==> config.mk <==
export PLATFORM = sky130hd
export DESIGN_NAME = fpu_op_scheduler
export DESIGN_NICKNAME = d
export VERILOG_FILES = /design/src/rtl/fpu_op_scheduler.sv
export SDC_FILE = /design/constraint.sdc
export NUM_CORES = 1
export LEC_CHECK = 0
export CAP_MARGIN = 20
export CORE_ASPECT_RATIO = 2
export CORE_MARGIN = 1
export CORE_UTILIZATION = 40
export CTS_CLUSTER_DIAMETER = 120
export DETAILED_ROUTE_END_ITERATION = 8
export DONT_BUFFER_PORTS = 1
export GPL_ROUTABILITY_DRIVEN = 0
export PLACE_DENSITY = 0.5
export REMOVE_ABC_BUFFERS = 1
export SLEW_MARGIN = 40
export SYNTH_ARGS = -nofsm -noshare
export SYNTH_HDL_FRONTEND = slang
export SYNTH_SLANG_ARGS = --single-unit
==> constraint.sdc <==
create_clock -name clk -period 2.8 [get_ports clk]
set_clock_uncertainty 0.2 [all_clocks]
set_input_delay 0 -clock clk [delete_from_list [all_inputs] [get_ports clk]]
set_output_delay 0 -clock clk [all_outputs]
set_load 0.01 [all_outputs]
==> src/rtl/fpu_op_scheduler.sv <==
// Round-robin arbiter sharing one multi-cycle FP execution unit.
// Times each op with a latency counter loaded from a per-opcode table.
module fpu_op_scheduler #(
    parameter int NUM_REQ  = 4,
    parameter int OP_BITS  = 2,
    parameter int LAT_BITS = 4,
    parameter int CNT_BITS = 16
) (
    input  logic                            clk,
    input  logic                            n_rst,
    input  logic [NUM_REQ-1:0]              req,
    input  logic [NUM_REQ*OP_BITS-1:0]      req_op,
    input  logic [(2**OP_BITS)*LAT_BITS-1:0] lat_cfg,
    input  logic                            abort,
    output logic [NUM_REQ-1:0]              grant,
    output logic                            ex_start,
    output logic [OP_BITS-1:0]              ex_op,
    output logic [NUM_REQ-1:0]              done,
    output logic                            aborted,
    output logic                            busy,
    output logic [CNT_BITS-1:0]             op_count
);

    localparam int PW = $clog2(NUM_REQ);

    typedef enum logic [1:0] {S_IDLE, S_EXEC, S_DONE} state_t;

    state_t              r_state, w_state;
    logic [NUM_REQ-1:0]  r_grant, w_grant;
    logic                r_ex_start, w_ex_start;
    logic [OP_BITS-1:0]  r_ex_op, w_ex_op;
    logic [NUM_REQ-1:0]  r_done, w_done;
    logic                r_aborted, w_aborted;
    logic [CNT_BITS-1:0] r_count, w_count;
    logic [PW-1:0]       r_ptr, w_ptr;
    logic [LAT_BITS-1:0] r_cnt, w_cnt;
    logic [LAT_BITS-1:0] r_lat, w_lat;

    logic                w_found;
    logic [PW-1:0]       w_win;
    logic [OP_BITS-1:0]  w_op;
    logic [LAT_BITS-1:0] w_lat_raw;

    function automatic logic [PW-1:0] rr_idx(input logic [PW-1:0] p, input int i);
        int s;
        s = int'(p) + i;
        if (s >= NUM_REQ) s = s - NUM_REQ;
        return PW'(s);
    endfunction

    // First set request at or after the round-robin pointer
    always_comb begin
        w_found = 1'b0;
        w_win   = '0;
        for (int i = 0; i < NUM_REQ; i++) begin
            if (!w_found && req[rr_idx(r_ptr, i)]) begin
                w_found = 1'b1;
                w_win   = rr_idx(r_ptr, i);
            end
        end
    end

    assign w_op      = req_op[w_win*OP_BITS +: OP_BITS];
    assign w_lat_raw = lat_cfg[w_op*LAT_BITS +: LAT_BITS];

    always_comb begin
        w_state    = r_state;
        w_grant    = r_grant;
        w_ex_start = 1'b0;
        w_ex_op    = r_ex_op;
        w_done     = '0;
        w_aborted  = 1'b0;
        w_count    = r_count;
        w_ptr      = r_ptr;
        w_cnt      = r_cnt;
        w_lat      = r_lat;
        unique case (r_state)
            S_IDLE: begin
                if (w_found) begin
                    w_state    = S_EXEC;
                    w_grant    = NUM_REQ'(1) << w_win;
                    w_ex_op    = w_op;
                    w_ex_start = 1'b1;
                    w_cnt      = LAT_BITS'(1);
                    // A zero-latency entry still needs one EXEC cycle
                    w_lat      = (w_lat_raw == '0) ? LAT_BITS'(1) : w_lat_raw;
                    w_ptr      = rr_idx(w_win, 1);
                end
            end
            S_EXEC: begin
                if (abort) begin
                    w_state   = S_IDLE;
                    w_grant   = '0;
                    w_ex_op   = '0;
                    w_cnt     = '0;
                    w_aborted = 1'b1;
                end else if (r_cnt == r_lat) begin
                    w_state = S_DONE;
                    w_done  = r_grant;
                    w_count = r_count + CNT_BITS'(1);
                end else begin
                    w_cnt = r_cnt + LAT_BITS'(1);
                end
            end
            S_DONE: begin
                w_state   = S_IDLE;
                w_grant   = '0;
                w_ex_op   = '0;
                w_cnt     = '0;
                w_aborted = abort;
            end
            default: w_state = S_IDLE;
        endcase
    end

    always_ff @(posedge clk or negedge n_rst) begin
        if (!n_rst) begin
            r_state    <= S_IDLE;
            r_grant    <= '0;
            r_ex_start <= 1'b0;
            r_ex_op    <= '0;
            r_done     <= '0;
            r_aborted  <= 1'b0;
            r_count    <= '0;
            r_ptr      <= '0;
            r_cnt      <= '0;
            r_lat      <= '0;
        end else begin
            r_state    <= w_state;
            r_grant    <= w_grant;
            r_ex_start <= w_ex_start;
            r_ex_op    <= w_ex_op;
            r_done     <= w_done;
            r_aborted  <= w_aborted;
            r_count    <= w_count;
            r_ptr      <= w_ptr;
            r_cnt      <= w_cnt;
            r_lat      <= w_lat;
        end
    end

    assign grant    = r_grant;
    assign ex_start = r_ex_start;
    assign ex_op    = r_ex_op;
    assign done     = r_done;
    assign aborted  = r_aborted;
    assign busy     = (r_state != S_IDLE);
    assign op_count = r_count;

endmodule

### After elaboration in Yosys (flattened, before gate mapping)

Cells that the tools add are included.
W data, S select, Z words.

| cells by class | value |
|---|---|
| add/subtract/negate cells | 11 |
| order comparisons | 9 |
| equal/unequal tests | 7 |
| shifts and indexed selects | 3 |
| multiplexer cells | 43 |
| bitwise operators | 1 |
| reduce and logical (&&, ||, !) cells | 15 |

Operators by type and width:

| kind | count |
|---|---|
| $mux W4 | 9 |
| $mux W2 | 14 |
| $pmux W4 S3 | 2 |
| $add A16 B1 Y16 const B | 1 |
| $shiftx A16 B5 Y4 | 1 |
| $ge A3 B3 Y1 const B | 4 |
| $lt A2 B3 Y1 const B | 4 |
| $mux W1 | 11 |
| $sub A2 B1 Y2 const B | 5 |
| $reduce_and A3 Y1 | 3 |
| $bmux W1 S2 | 4 |
| $shiftx A8 B4 Y2 | 1 |
| $add A2 B1 Y3 const B | 2 |
| $add A2 B2 Y3 const B | 2 |
| $ne A3 B3 Y1 const B | 2 |
| $pmux W2 S3 | 1 |
| $add A4 B1 Y4 const B | 1 |
| $eq A4 B4 Y1 | 1 |
| $logic_not A4 Y1 | 1 |
| $ne A2 B2 Y1 const B | 2 |
| $pmux W2 S2 | 1 |
| $reduce_and A2 Y1 | 2 |
| $shl A1 B2 Y4 const A | 1 |
| $ge A2 B3 Y1 const B | 1 |
| 9 further kinds | 13 |

| storage, ports and cells | value |
|---|---|
| bits in registers | 40 |
| bits of input ports | 31 |

### Longest topological paths before layout

| logic depth | value |
|---|---|
| depth after elaboration | 18 |
| mapped depth | 10 |
| gate-level depth less buffers | 9 |

### Least setup slack after synthesis

Ideal clock, no wire load.

| timing path | value |
|---|---|
| kind | register to register |
| start | reg r_state[1] |
| end | reg r_cnt[2] |
| arrival time | 2.093 ns |
| data required time | 2.535 ns |
| slack | 0.442 ns |
| stages on the path, launching flop included | 10 |
| path buffers | 2 |
| clock period less this slack | 2.358 ns |
| cells stage by stage | dfrtp_1 inv_1 ha_1 and2b_2 and2_4 buf_6 or3b_1 buf_2 or4b_1 nand2_1 |

| between the ends | value |
|---|---|
| word-level cells in the longest chain between the ends | 3 |
| elaborated cells between the ends (all ways) | 8 |
| classes of those cells | 4 x eq/ne; 1 x mux; 3 x reduce/logical |

Ends and longest elaborated chain:

| item | RTL line | source |
|---|---|---|
| from (decl) | 28 | `state_t r_state, w_state;` |
| from (signal assigned) | 129 | `r_state <= w_state;` |
| $eq A2 B1 Y1, or another cell as far along | 77 | `unique case (r_state)` |
| $ne A3 B3 Y1 (no source line), or another cell as far along | - |  |
| $reduce_and A3 Y1 (no source line) | - |  |
| to (signal assigned) | 137 | `r_cnt <= w_cnt;` |
| to (decl) | 36 | `logic [LAT_BITS-1:0] r_cnt, w_cnt;` |

Parallel ways exist; a longest one is shown, timed or not.
A chain may end at the register's enable or synchronous reset.

### Worst setup path in the final report

| timing path | value |
|---|---|
| start | reg r_ptr[1] |
| end | reg r_ex_op[0] (netlist: ex_op[0]) |

| between the ends | value |
|---|---|
| word-level cells in the longest chain between the ends | 17 |
| elaborated cells between the ends (all ways) | 42 |
| classes of those cells | 7 x add/sub; 4 x order compare; 1 x eq/ne; 1 x shift; 22 x mux; 7 x reduce/logical |

Ends and longest elaborated chain:

| item | RTL line | source |
|---|---|---|
| from (decl) | 35 | `logic [PW-1:0] r_ptr, w_ptr;` |
| from (signal assigned) | 136 | `r_ptr <= w_ptr;` |
| parallel branches: the longest is 17 deep, another holds $add A2 B1 Y3 | - |  |
| to (signal assigned) | 132 | `r_ex_op <= w_ex_op;` |
| to (decl) | 31 | `logic [OP_BITS-1:0] r_ex_op, w_ex_op;` |

Several ways; the timed one is not identified. The select of a mux whose other input is x is not followed.

==> impl_metrics.csv <==
group,metric,value,unit
clock_network,clock_sinks,40,
global_route,grt_antenna_before_repair,0,
timing,finalSetupViolations,0,
global_route,grt_usage,18.42,%
global_route,grt_pass1_vias,1767,
placement,port_buffers,0,
placement,hpwlAfterDp,3595,um
synth,synth-compound-area-share,9.495,%
setup_path,slowest_stage,"dlygate4sd3_1",
final_layout,fill_cells,506,
synth,synthFlopType,"dfrtp_1",
setup_path,slowest_delay,590,ps
run,cap_violations,0,
route,dr.pass1.iters,4,
floorplan,core_region_area,0.005420,sq mm
synth,synth-seq-cells,40,
timing,final.setup.worst_slack,194.1,ps
final_layout,antenna_cells,0,
synth,yosysSeqAreaShare,44.42,%
clock_network,clkLatencyLatePin,290,ps
route,antenna_left,0,
global_route,grt_pass1_wl,7741,um
synth,yosys_warnings,0,
final_layout,final_cell_mix,"dfrtp_1, nand2_1, dlygate4sd3_1, nand3_1",
clock_network,clockBufferDepth,2,
route,viasPerCell,5.351,
global_route,grt_max_degree,41,
floorplan,fp.dieH,108.1,um
clock_network,root_buffer,"clkbuf_8",
pwr,ir_drop,0.0004835,V
final_layout,drive_gt1_share,13.47,%
setup_path,crit_start,"r_ptr[1]",
synth,synth_fa_ha_area_share,6.108,%
final_layout,finish.utilization,49.72,%
floorplan,rows,38,
route,routedWlPerCell,16.24,um
synth,yosys.area_share.simple,22.49,%
setup_path,worstPathRequired,2790,ps
setup_path,cp_common_cell,"and2_4",
timing,post-route-min-period,2606,ps
final_layout,layout_commonest_cell,"dfrtp_1",
min_path,hp-start,"req[3]",
setup_path,crit_family,"simple AND/OR/NAND/NOR gates",
timing,tightest_slew,484.6,ps
clock_network,cts_htree_levels,2,
clock_network,cts_buffers,5,
route,totalWireLength,4953,um
clock_network,cts_setup_buffers,0,
timing,finalCritPeriodShare,93.07,%
synth,synth.distinct_cells,47,
setup_path,critPathBufInv,1,
min_path,min_path_type,"input pin to flip-flop",
setup_path,critPathKind,"flip-flop to flip-flop",
setup_path,r2r-start,"r_ptr[1]",
timing,rsz0062_at_grt,"no",
setup_path,worstPathCellList,"and2_4 -> and2_4 -> nor3_4 -> mux2_4 -> dlygate4sd3_1 -> o31ai_1",
setup_path,crit_path_start_kind,"flip-flop",
clock_network,cts_tree,"done",
route,drc,0,
status,run_status,"complete, no violations",
route,vias,1632,
placement,dp_slack,288.3,ps
setup_path,critPathCaptureType,"flip-flop",
pwr,power.density,838.7,mW/mm^2
route,first_iter_violations,33,
synth,synth_area_per_cell,10.48,sq um
setup_path,worstPathMaxFanout,8,
timing,slew_headroom,67.57,%
synth,synth.mux.area_fraction,6.385,%
synth,syn_area,0.002253,sq mm
timing,fin_tns_setup,0,ps
synth,synth-xor-area-share,8.051,%
pwr,power.total,2260,uW
floorplan,fp.dieW,55.08,um
floorplan,dieArea,0.005956,sq mm
clock_network,path_clk_slew,70,ps
final_layout,area_delta_synth_final,19.60,%
global_route,grt_overflow,0,
pwr,leakagePower,0.001260,uW
synth,syn_inst,215,
floorplan,start_util,41.57,%
synth,synth_top_family_by_area,"simple AND/OR/NAND/NOR gates",
final_layout,nNetsFinal,286,
setup_path,cp_data_arrival_time,2600,ps
synth,synth_enable_flop_cells,0,
floorplan,io_pins,60,
timing,slew_violations,0,
timing,hold_violations,0,
timing,fmax,383.7,MHz
synth,synthArstFlopShare,100.0,%
## state kept, by name (all words and copies together), names as in the netlist
register	cells
op_count	16
ex_op	2
done	4
r_lat	4
r_state	2
r_ptr	2
ex_start	1
aborted	1
r_cnt	4
grant	4
## path summary, 6_finish.rpt
| kind | cells past startpoint | to | slack [ps] |
|---|---|---|---|
| max reg2reg | 6 | ex_op[0] | 190 |
| min in group asynchronous | 3 | op_count[11] | 40 |
| max | 6 | ex_op[0] | 190 |
| min | 3 | r_ptr[0] | 10 |
| min reg2reg | 2 | r_lat[1] | 300 |
| max in group asynchronous | 3 | r_lat[1] | 2160 |
## metal layers
metal / share of wire (%) / vias to the layer above / wire (um) / global-route usage [%]
met5: 0 / - / 0 / 0
met4: 1.6 / 0 / 80 / 7.143
met3: 4.7 / 7 / 233 / 4.079
met2: 59 / 57 / 2943 / 36.49
met1: 34 / 772 / 1696 / 15.98
li1: - / 796 / - / -
## power breakdown
part / switching, uW / leakage [uW] / total (uW) / internal, uW
Clock: 195 / 0.0000552 / 460 / 264
Sequential: 173 / 0.000531 / 888 / 715
Combinational: 495 / 0.000673 / 913 / 418
Total: 863 / 0.00126 / 2260 / 1400
## stage by stage
step           cell area [sq um]  hold slack (ps)  cells
2_1_floorplan               2215           -495.6    209
3_3_place_gp                2297           -494.9    270
3_5_place_dp                2297           -494.8    270
4_1_cts                     2695            10.15    305
5_1_grt                     2695            35.42    305
6_report                    2695            10.67    305
## area by class of cell
cell class              count  area [sq um]  share of cell area (%)
flip-flops and latches     40          1001                   37.14
well taps                  60         75.07                   2.786
repair buffers             28         297.8                   11.05
inverters                   8         30.03                   1.114
clock buffers               6         72.57                   2.693
multi-input cells         161          1184                   43.92
clock inverters             2         35.03                   1.300
## synthesized netlist by cell type, types with 2 or more instances
cell type	n	share of area, %
a211oi_1	2	0.67
a21oi_1	5	1.1
and2_1	2	0.56
and2_4	3	1.2
and3_1	5	1.4
and3_2	4	1.3
buf_6	2	1.0
clkbuf_1	3	0.50
dfrtp_1	40	44
ha_1	11	6.1
inv_1	8	1.3
mux2_2	3	1.5
mux2i_1	5	2.2
mux4_2	2	2.0
nand2_1	32	5.3
nand2b_1	9	2.5
nand3_1	13	2.9
nor2_1	8	1.3
o211ai_1	2	0.67
o21ai_0	11	2.4
o31ai_1	3	1.0
xnor2_1	11	4.3
xor2_1	6	2.3
xor2_2	2	1.4
## tightest hold or removal path, cell delays in order
cell,delay [ps]
a21oi_1,80
nor3_4,250
a21oi_1,130
## what timing repair did
action	CTS	global route
resized for setup	0	1
setup endpoints to repair	0	1
hold buffers	27	0
endpoints found under the hold margin	56	0
## cells by family (layout without fill, tap and decap cells)
| logic type | after synthesis | count (layout) |
|---|---|---|
| and+or+nand+nor | 89 | 89 |
| DFF | 40 | 40 |
| AOI/OAI and AO/OA | 31 | 31 |
| xor gates and xnor gates | 19 | 19 |
| buffers and inverters | 14 | 44 |
| adders and majority gates | 11 | 11 |
| muxes | 11 | 11 |
Power figures use the tool's default switching activity.
